<file path="config.mk">
export PLATFORM = sky130hd
export DESIGN_NAME = fft8_seq_ctrl_flat
export DESIGN_NICKNAME = d
export VERILOG_FILES = /design/src/rtl/fft8_seq_ctrl_if.sv /design/src/rtl/fft8_seq_ctrl.sv /design/src/flat_wrapper.sv
export SDC_FILE = /design/constraint.sdc
export NUM_CORES = 1
export LEC_CHECK = 0
export CAP_MARGIN = 5
export CORE_MARGIN = 2
export CORE_UTILIZATION = 65
export CTS_BUF_LIST = sky130_fd_sc_hd__clkbuf_2 sky130_fd_sc_hd__clkbuf_4 sky130_fd_sc_hd__clkbuf_8
export DETAILED_ROUTE_END_ITERATION = 16
export GPL_TIMING_DRIVEN = 0
export PLACE_DENSITY = 0.89
export SETUP_SLACK_MARGIN = 0.15
export SYNTH_ARGS = -nofsm -noshare
export SYNTH_HDL_FRONTEND = slang
export SYNTH_SLANG_ARGS = --single-unit
</file>
<file path="constraint.sdc">
create_clock -name clk -period 5.3 [get_ports clk]
set_input_delay 1.06 -clock clk [delete_from_list [all_inputs] [get_ports clk]]
set_output_delay 1.06 -clock clk [all_outputs]
set_load 0.05 [all_outputs]
</file>
<file path="src/rtl/fft8_seq_ctrl_if.sv">
`default_nettype none
// ============================================================================
//  Module   : fft8_seq_ctrl_if
//  Purpose  : Bundles the sample input stream, the shared-butterfly issue /
//             result bus, the spectrum output stream and the status flags of
//             the 8-point FFT sequencer.
//  Ports    : master - the sequencer side (drives in_ready, bf_* operands,
//                      out_* stream, busy, done)
//             slave  - the environment side (sample source, butterfly unit,
//                      spectrum sink)
//  Revision : 1.0 - initial release
// ============================================================================
interface fft8_seq_ctrl_if #(
   parameter int DW = 8
);
   // sample input stream
   logic          in_valid;
   logic          in_ready;
   logic [DW-1:0] in_re;
   logic [DW-1:0] in_im;
   // butterfly issue
   logic          bf_valid;
   logic [DW-1:0] bf_ar;
   logic [DW-1:0] bf_ai;
   logic [DW-1:0] bf_br;
   logic [DW-1:0] bf_bi;
   logic [1:0]    bf_tw;
   // butterfly results
   logic [DW-1:0] bf_xr;
   logic [DW-1:0] bf_xi;
   logic [DW-1:0] bf_yr;
   logic [DW-1:0] bf_yi;
   // spectrum output stream
   logic          out_valid;
   logic          out_ready;
   logic [DW-1:0] out_re;
   logic [DW-1:0] out_im;
   logic [2:0]    out_idx;
   // status
   logic          busy;
   logic          done;

   modport master (
      input  in_valid, in_re, in_im,
      input  bf_xr, bf_xi, bf_yr, bf_yi,
      input  out_ready,
      output in_ready,
      output bf_valid, bf_ar, bf_ai, bf_br, bf_bi, bf_tw,
      output out_valid, out_re, out_im, out_idx,
      output busy, done
   );

   modport slave (
      output in_valid, in_re, in_im,
      output bf_xr, bf_xi, bf_yr, bf_yi,
      output out_ready,
      input  in_ready,
      input  bf_valid, bf_ar, bf_ai, bf_br, bf_bi, bf_tw,
      input  out_valid, out_re, out_im, out_idx,
      input  busy, done
   );
endinterface
`default_nettype wire

</file>
<file path="src/rtl/fft8_seq_ctrl.sv">
`default_nettype none
// ============================================================================
//  Module   : fft8_seq_ctrl
//  Purpose  : Sequencer for an 8-point radix-2 DIT FFT around one shared,
//             external butterfly unit. Loads a frame in bit-reversed order,
//             issues 3 stages x 4 butterflies with in-place writeback, then
//             streams the spectrum out in natural order.
//  Ports    : clk    - rising-edge clock
//             rst_n  - asynchronous active-low reset
//             bus    - fft8_seq_ctrl_if.master (sample in, butterfly issue /
//                      result, spectrum out, busy, done)
//  Params   : DW     - component width, two's complement
//             BF_LAT - butterfly latency in cycles, 0..4
//  Revision : 1.0 - initial release
// ============================================================================
module fft8_seq_ctrl #(
   parameter int DW     = 8,
   parameter int BF_LAT = 1
) (
   input  wire logic        clk,
   input  wire logic        rst_n,
   fft8_seq_ctrl_if.master  bus
);

   localparam int PW = (BF_LAT > 0) ? BF_LAT : 1;

   typedef enum logic [2:0] {
      ST_IDLE   = 3'd0,
      ST_LOAD   = 3'd1,
      ST_ISSUE  = 3'd2,
      ST_DRAIN  = 3'd3,
      ST_UNLOAD = 3'd4
   } state_t;

   state_t        state_q;
   logic [2:0]    cnt_q;        // sample index while loading, bin index while unloading
   logic [1:0]    stage_q;
   logic [1:0]    bfly_q;
   logic          in_ready_q;
   logic          bf_valid_q;
   logic          out_valid_q;
   logic [DW-1:0] rf_re_q [8];
   logic [DW-1:0] rf_im_q [8];

   // writeback pipe: index 0 is the newest issue, PW-1 the one being written
   logic [PW-1:0] pv_q;
   logic [2:0]    pta_q [PW];
   logic [2:0]    pba_q [PW];

   logic [2:0]    w_ta;
   logic [2:0]    w_ba;
   logic [1:0]    w_tw;
   logic [2:0]    w_ld_addr;
   logic          w_wb_en;
   logic [2:0]    w_wb_ta;
   logic [2:0]    w_wb_ba;
   logic          w_pipe_last;

   // Butterfly addressing per stage; bottom address is top plus span 1<<s.
   always_comb begin
      w_ta = 3'd0;
      w_ba = 3'd0;
      w_tw = 2'd0;
      case (stage_q)
         2'd0: begin
            w_ta = {bfly_q, 1'b0};
            w_ba = {bfly_q, 1'b1};
            w_tw = 2'd0;
         end
         2'd1: begin
            w_ta = {bfly_q[1], 1'b0, bfly_q[0]};
            w_ba = {bfly_q[1], 1'b1, bfly_q[0]};
            w_tw = {bfly_q[0], 1'b0};
         end
         default: begin
            w_ta = {1'b0, bfly_q};
            w_ba = {1'b1, bfly_q};
            w_tw = bfly_q;
         end
      endcase
   end

   // arrival order n lands at bit-reversed entry
   assign w_ld_addr = {cnt_q[0], cnt_q[1], cnt_q[2]};

   generate
      if (BF_LAT == 0) begin : g_wb_direct
         // result is valid in the issue cycle itself
         assign w_wb_en     = bf_valid_q;
         assign w_wb_ta     = w_ta;
         assign w_wb_ba     = w_ba;
         assign w_pipe_last = 1'b1;
      end else begin : g_wb_pipe
         assign w_wb_en = pv_q[BF_LAT-1];
         assign w_wb_ta = pta_q[BF_LAT-1];
         assign w_wb_ba = pba_q[BF_LAT-1];
         // DRAIN may leave once only the oldest slot (written this edge) can be busy
         if (BF_LAT == 1) begin : g_one
            assign w_pipe_last = 1'b1;
         end else begin : g_multi
            assign w_pipe_last = (pv_q[BF_LAT-2:0] == '0);
         end
      end
   endgenerate

   always_ff @(posedge clk or negedge rst_n) begin
      if (!rst_n) begin
         state_q     <= ST_IDLE;
         cnt_q       <= 3'd0;
         stage_q     <= 2'd0;
         bfly_q      <= 2'd0;
         in_ready_q  <= 1'b1;
         bf_valid_q  <= 1'b0;
         out_valid_q <= 1'b0;
         pv_q        <= '0;
         for (int i = 0; i < 8; i++) begin
            rf_re_q[i] <= '0;
            rf_im_q[i] <= '0;
         end
         for (int k = 0; k < PW; k++) begin
            pta_q[k] <= 3'd0;
            pba_q[k] <= 3'd0;
         end
      end else begin
         if (w_wb_en) begin
            rf_re_q[w_wb_ta] <= bus.bf_xr;
            rf_im_q[w_wb_ta] <= bus.bf_xi;
            rf_re_q[w_wb_ba] <= bus.bf_yr;
            rf_im_q[w_wb_ba] <= bus.bf_yi;
         end

         for (int k = PW - 1; k > 0; k--) begin
            pv_q[k]  <= pv_q[k-1];
            pta_q[k] <= pta_q[k-1];
            pba_q[k] <= pba_q[k-1];
         end
         pv_q[0]  <= bf_valid_q;
         pta_q[0] <= w_ta;
         pba_q[0] <= w_ba;

         case (state_q)
            ST_IDLE, ST_LOAD: begin
               if (bus.in_valid && in_ready_q) begin
                  rf_re_q[w_ld_addr] <= bus.in_re;
                  rf_im_q[w_ld_addr] <= bus.in_im;
                  if (cnt_q == 3'd7) begin
                     cnt_q      <= 3'd0;
                     state_q    <= ST_ISSUE;
                     in_ready_q <= 1'b0;
                     bf_valid_q <= 1'b1;
                     stage_q    <= 2'd0;
                     bfly_q     <= 2'd0;
                  end else begin
                     cnt_q   <= cnt_q + 3'd1;
                     state_q <= ST_LOAD;
                  end
               end
            end

            ST_ISSUE: begin
               bfly_q <= bfly_q + 2'd1;
               if (bfly_q == 2'd3) begin
                  if (BF_LAT == 0) begin
                     // nothing in flight: skip DRAIN entirely
                     if (stage_q == 2'd2) begin
                        state_q     <= ST_UNLOAD;
                        bf_valid_q  <= 1'b0;
                        out_valid_q <= 1'b1;
                        cnt_q       <= 3'd0;
                        stage_q     <= 2'd0;
                     end else begin
                        stage_q <= stage_q + 2'd1;
                     end
                  end else begin
                     state_q    <= ST_DRAIN;
                     bf_valid_q <= 1'b0;
                  end
               end
            end

            ST_DRAIN: begin
               if (w_pipe_last) begin
                  if (stage_q == 2'd2) begin
                     state_q     <= ST_UNLOAD;
                     out_valid_q <= 1'b1;
                     cnt_q       <= 3'd0;
                     stage_q     <= 2'd0;
                  end else begin
                     state_q    <= ST_ISSUE;
                     stage_q    <= stage_q + 2'd1;
                     bfly_q     <= 2'd0;
                     bf_valid_q <= 1'b1;
                  end
               end
            end

            ST_UNLOAD: begin
               if (bus.out_ready) begin
                  if (cnt_q == 3'd7) begin
                     state_q     <= ST_IDLE;
                     out_valid_q <= 1'b0;
                     in_ready_q  <= 1'b1;
                     cnt_q       <= 3'd0;
                  end else begin
                     cnt_q <= cnt_q + 3'd1;
                  end
               end
            end

            default: begin
               state_q <= ST_IDLE;
            end
         endcase
      end
   end

   // Operand and bin buses read the register file directly so that a result
   // written on the edge that starts the next stage is already visible.
   assign bus.in_ready  = in_ready_q;
   assign bus.bf_valid  = bf_valid_q;
   assign bus.bf_ar     = bf_valid_q ? rf_re_q[w_ta] : '0;
   assign bus.bf_ai     = bf_valid_q ? rf_im_q[w_ta] : '0;
   assign bus.bf_br     = bf_valid_q ? rf_re_q[w_ba] : '0;
   assign bus.bf_bi     = bf_valid_q ? rf_im_q[w_ba] : '0;
   assign bus.bf_tw     = bf_valid_q ? w_tw : 2'd0;
   assign bus.out_valid = out_valid_q;
   assign bus.out_re    = out_valid_q ? rf_re_q[cnt_q] : '0;
   assign bus.out_im    = out_valid_q ? rf_im_q[cnt_q] : '0;
   assign bus.out_idx   = out_valid_q ? cnt_q : 3'd0;
   assign bus.busy      = (state_q != ST_IDLE);
   // coincides with the handshake of bin 7 so the next frame starts right after
   assign bus.done      = out_valid_q && bus.out_ready && (cnt_q == 3'd7);

endmodule
`default_nettype wire

</file>
<file path="src/flat_wrapper.sv">
// flat-port wrapper written by rule: the top's interface ports become plain ports
module fft8_seq_ctrl_flat 
#(
   parameter int DW     = 8,
   parameter int BF_LAT = 1
)
  (clk, rst_n, bus_in_valid, bus_in_re, bus_in_im, bus_bf_xr, bus_bf_xi, bus_bf_yr, bus_bf_yi, bus_out_ready, bus_in_ready, bus_bf_valid, bus_bf_ar, bus_bf_ai, bus_bf_br, bus_bf_bi, bus_bf_tw, bus_out_valid, bus_out_re, bus_out_im, bus_out_idx, bus_busy, bus_done);
  fft8_seq_ctrl_if #(.DW(DW)) bus_i ();
  input  wire logic clk;
  input  wire logic rst_n;
  input wire logic [$bits(bus_i.in_valid)-1:0] bus_in_valid;
  input wire logic [$bits(bus_i.in_re)-1:0] bus_in_re;
  input wire logic [$bits(bus_i.in_im)-1:0] bus_in_im;
  input wire logic [$bits(bus_i.bf_xr)-1:0] bus_bf_xr;
  input wire logic [$bits(bus_i.bf_xi)-1:0] bus_bf_xi;
  input wire logic [$bits(bus_i.bf_yr)-1:0] bus_bf_yr;
  input wire logic [$bits(bus_i.bf_yi)-1:0] bus_bf_yi;
  input wire logic [$bits(bus_i.out_ready)-1:0] bus_out_ready;
  output wire logic [$bits(bus_i.in_ready)-1:0] bus_in_ready;
  output wire logic [$bits(bus_i.bf_valid)-1:0] bus_bf_valid;
  output wire logic [$bits(bus_i.bf_ar)-1:0] bus_bf_ar;
  output wire logic [$bits(bus_i.bf_ai)-1:0] bus_bf_ai;
  output wire logic [$bits(bus_i.bf_br)-1:0] bus_bf_br;
  output wire logic [$bits(bus_i.bf_bi)-1:0] bus_bf_bi;
  output wire logic [$bits(bus_i.bf_tw)-1:0] bus_bf_tw;
  output wire logic [$bits(bus_i.out_valid)-1:0] bus_out_valid;
  output wire logic [$bits(bus_i.out_re)-1:0] bus_out_re;
  output wire logic [$bits(bus_i.out_im)-1:0] bus_out_im;
  output wire logic [$bits(bus_i.out_idx)-1:0] bus_out_idx;
  output wire logic [$bits(bus_i.busy)-1:0] bus_busy;
  output wire logic [$bits(bus_i.done)-1:0] bus_done;
  assign bus_i.in_valid = bus_in_valid;
  assign bus_i.in_re = bus_in_re;
  assign bus_i.in_im = bus_in_im;
  assign bus_i.bf_xr = bus_bf_xr;
  assign bus_i.bf_xi = bus_bf_xi;
  assign bus_i.bf_yr = bus_bf_yr;
  assign bus_i.bf_yi = bus_bf_yi;
  assign bus_i.out_ready = bus_out_ready;
  assign bus_in_ready = bus_i.in_ready;
  assign bus_bf_valid = bus_i.bf_valid;
  assign bus_bf_ar = bus_i.bf_ar;
  assign bus_bf_ai = bus_i.bf_ai;
  assign bus_bf_br = bus_i.bf_br;
  assign bus_bf_bi = bus_i.bf_bi;
  assign bus_bf_tw = bus_i.bf_tw;
  assign bus_out_valid = bus_i.out_valid;
  assign bus_out_re = bus_i.out_re;
  assign bus_out_im = bus_i.out_im;
  assign bus_out_idx = bus_i.out_idx;
  assign bus_busy = bus_i.busy;
  assign bus_done = bus_i.done;
  fft8_seq_ctrl #(.DW(DW), .BF_LAT(BF_LAT)) u_core (.clk(clk), .rst_n(rst_n), .bus(bus_i));
endmodule
</file>
==> results.py, run 1 <==
metrics = {
    "synthesis": {
        "ys_warn_count": 0,
        "synth_compound_area_share_pct": 21.0,
        "synth_nets": 1372,
        "muxShareOfSynthArea_pct": 25.5,
        "synth_cells": 1313,
        "synth_common_cells": "196 x nand2_1, 147 x dfrtp_1, 141 x mux2i_1",
        "synth-xor-area-share_pct": 0,
        "ys_ff_latch": 148,
        "ys_seq_area_share_pct": 30.6,
        "synth_top_family_by_area": "multiplexers",
        "synthSimpleGateAreaFrac_pct": 14.9,
        "async_reset_ff_share_pct": 100,
        "synthAdderAreaFrac_pct": 0.723,
        "synth_cell_types": 63,
        "yosysMostFrequentCell": "nand2_1",
        "syn_area_um2": 12100,
        "synth_edf_count": 0,
        "synth_ff_type": "dfrtp_1",
        "syn_avg_cell_area_um2": 9.23,
        "yosys.area.top_type": "dfrtp_1",
        "yosysTopAreaCellShare_pct": 30.4,
        "yosys-top-cells-area": "dfrtp_1 30%, mux2i_1 12%, mux2_2 6.4%, nand2_1 6.1%, mux4_2 5.9%",
    },
    "grt": {
        "met2_usage_pct": 68.8,
        "grt_pass1_wl_um": 73000,
        "grt_pass1_vias": 12008,
        "grt_max_degree": 96,
        "grt_overflow": 0,
        "grt.met1_usage_pct": 62.2,
        "grtUsageTotal_pct": 50.4,
        "grt-busiest-layer": "met2",
        "antenna_found_initial": 0,
        "met3_usage_pct": 26.0,
    },
    "floorplanning": {
        "die_y_um": 141,
        "core-area_um2": 18100,
        "io_pins": 110,
        "die_x_um": 141,
        "row_count": 49,
        "start_util_pct": 66.8,
        "dieArea_um2": 19700,
    },
    "sta": {
        "finalSetupViolCount": 0,
        "maxSlewViolCount": 0,
        "period_needed_ps": 5010,
        "timing.setup.tns_ps": 0,
        "timing.fmax_mhz": 200,
        "worst_slew_pin_slew_ps": 1420,
        "hold_violations": 0,
        "rsz0062_at_grt": "false",
        "max_slew_margin_pct": 4.85,
        "fin_crit_sh_pct": 94.5,
        "finClkSkew_ps": 15.2,
    },
    "setup_path": {
        "r2r_end": "u_core.rf_re_q[10]$_DFF_PN0_",
        "critical_path_class": "reg -> out",
        "path_cells": "nor2b_1, clkbuf_1, clkbuf_1, a21o_1, a2bb2oi_1, a311oi_1, clkdlybuf4s50_1",
        "startpoint_type": "flop",
        "crit_path_top_delay_cell": "clkdlybuf4s50_1",
        "crit_path_end_kind": "output port",
        "crit_top_cell": "clkbuf_1",
        "reg2reg_depth": 7,
        "arrival_ps": 3950,
        "max_stage_delay_ps": 900,
        "required_ps": 4240,
        "rr_startpoint": "u_core.cnt_q[2]$_DFFE_PN0P_",
        "worstPathMaxFanout": 10,
        "rrSetupSlack_ps": 1680,
    },
    "cells_and_area": {
        "fin_nets": 1485,
        "area_growth_pct": 13.5,
        "num_antenna_cells": 0,
        "drive_gt1_share_pct": 17.9,
    },
    "clock_network": {
        "cts_tree": "built",
        "clock_latency_ps": 500,
        "numClockSinks": 148,
        "clkTransAtPathRegs_ps": 100,
        "numCtsBuffers": 17,
        "root_buffer": "clkbuf_8",
        "cts_resized": 0,
        "postCtsSetupRepairBufs": 0,
        "hold_buffers": 0,
        "h-tree-depth": 4,
        "cts_buffer_depth": 2,
    },
    "routing": {
        "dr.pass1.iters": 8,
        "wl_um": 49700,
        "drtIter0Drc": 1930,
        "vias": 12418,
        "antenna_left": 0,
        "viasPerCell": 7.44,
        "wl_per_cell_um": 29.8,
        "route.detailed.drc": 0,
    },
    "hold_path": {
        "min_to": "u_core.pv_q$_DFF_PN0_",
        "hp-start": "u_core.bus.bf_valid$_DFFE_PN0P_",
        "holdPathStages": 0,
        "hold_class": "reg -> reg",
    },
    "placed_design": {
        "dp_hpwl_um": 34000,
        "place_congestion": 1.06,
        "portBuffers": 93,
    },
    "outcome": {
        "status": "finished clean",
    },
    "run": {
        "drv_cap": 0,
    },
}
==> critical path, delay by kind of cell, from the launching register on <==
| kind | cells | cell delay (ps) |
|---|---|---|
| buffers and inverters | 3 | 2030 |
| AO/OA/AOI/OAI | 3 | 830 |
| flip-flops | 1 | 440 |
| AND/OR/NAND/NOR | 1 | 140 |
==> cell type report <==
class | instances | area (um2)
timing repair buffer | 94 | 960
sequential | 148 | 3700
multi-input combinational | 998 | 7530
clock inverter | 14 | 143
buffer | 138 | 771
fill | 1347 | 4400
tap | 229 | 287
inverter | 29 | 109
clock buffer | 18 | 241
==> cell families after synthesis <==
family	after synthesis
buffers and inverters	167
flip-flops	148
adder cells (fa/ha/maj)	7
AND/OR/NAND/NOR	375
multiplexers	258
AO/OA/AOI/OAI	358
==> routing by layer <==
| metal | part of all wire (%) | wire, um | vias to the layer above |
|---|---|---|---|
| li1 | - | - | 5022 |
| met1 | 34 | 16900 | 5761 |
| met2 | 40 | 19800 | 1278 |
| met3 | 18 | 9070 | 357 |
| met4 | 7.9 | 3950 | 0 |
| met5 | 0 | 0 | - |
==> layout by cell type (no fill, tap or decap), types with 4 or more instances in the layout <==
master,instances
nand2_1,196
dfrtp_1,147
mux2i_1,141
clkdlybuf4s50_1,92
nor2_1,72
mux2_2,69
buf_2,59
o21ai_1,58
o31ai_1,43
a2bb2oi_1,36
clkbuf_1,35
a21o_1,33
nor2b_1,32
mux4_2,32
o21ai_0,31
a211oi_1,30
buf_4,29
inv_1,27
nand2b_1,21
a22o_1,20
a21oi_1,19
a31oi_1,18
a21boi_0,17
clkbuf_8,17
a311oi_1,16
a221oi_1,16
mux2_1,16
buf_6,10
nand3b_1,9
ha_1,7
and3_1,5
inv_6,5
buf_1,4
o21a_1,4
nor3b_1,4
and3b_1,4
clkinv_4,4
==> sequential cells by signal (all words and copies together) (netlist names), 2 cells and up <==
register / count
u_core.bfly_q: 2
u_core.pba_q: 3
u_core.pta_q: 3
u_core.cnt_q: 3
u_core.rf_im_q: 64
u_core.rf_re_q: 64
u_core.stage_q: 2
u_core.state_q: 3
==> worst max-delay path by stage <==
stage | to | cells after the start | slack (ps) | from
after floorplan | bus_bf_ar[6] | 5 | 1590 | u_core.bus.bf_valid$_DFFE_PN0P_
after global placement | u_core.rf_im_q[16]$_DFF_PN0_ | 1 | -3100 | rst_n
after detailed placement | bus_bf_ar[6] | 7 | 1070 | u_core.stage_q[0]$_DFFE_PN0P_
after CTS | bus_bf_ar[6] | 7 | 560 | u_core.stage_q[0]$_DFFE_PN0P_
after global routing | bus_bf_ai[4] | 7 | 270 | u_core.stage_q[0]$_DFFE_PN0P_
final | bus_bf_ar[6] | 7 | 290 | u_core.stage_q[0]$_DFFE_PN0P_
==> per-stage QoR <==
stage,setup slack (ps),std cells,cell area [um2],util (%),hold WS [ps]
2_1_floorplan,1590,1313,12100,-,534
3_3_place_gp,-3100,1635,13300,73.5,451
3_5_place_dp,1070,1636,13400,73.6,446
4_1_cts,556,1668,13700,75.7,470
5_1_grt,271,1668,13700,75.7,472
6_report,291,1668,13700,75.7,461
Power of run 1 is not shown: default switching activity piles up to over one toggle a cycle in this logic, so the estimate is an artifact.
==> inputs of run 2 (changes only) <==
- CTS_CLUSTER_SIZE: not set -> 16
==> results of run 2 <==
Same layout as run 1: the final DEF is identical, and so are final timing and power.
Power of run 2 is left out for the same reason.
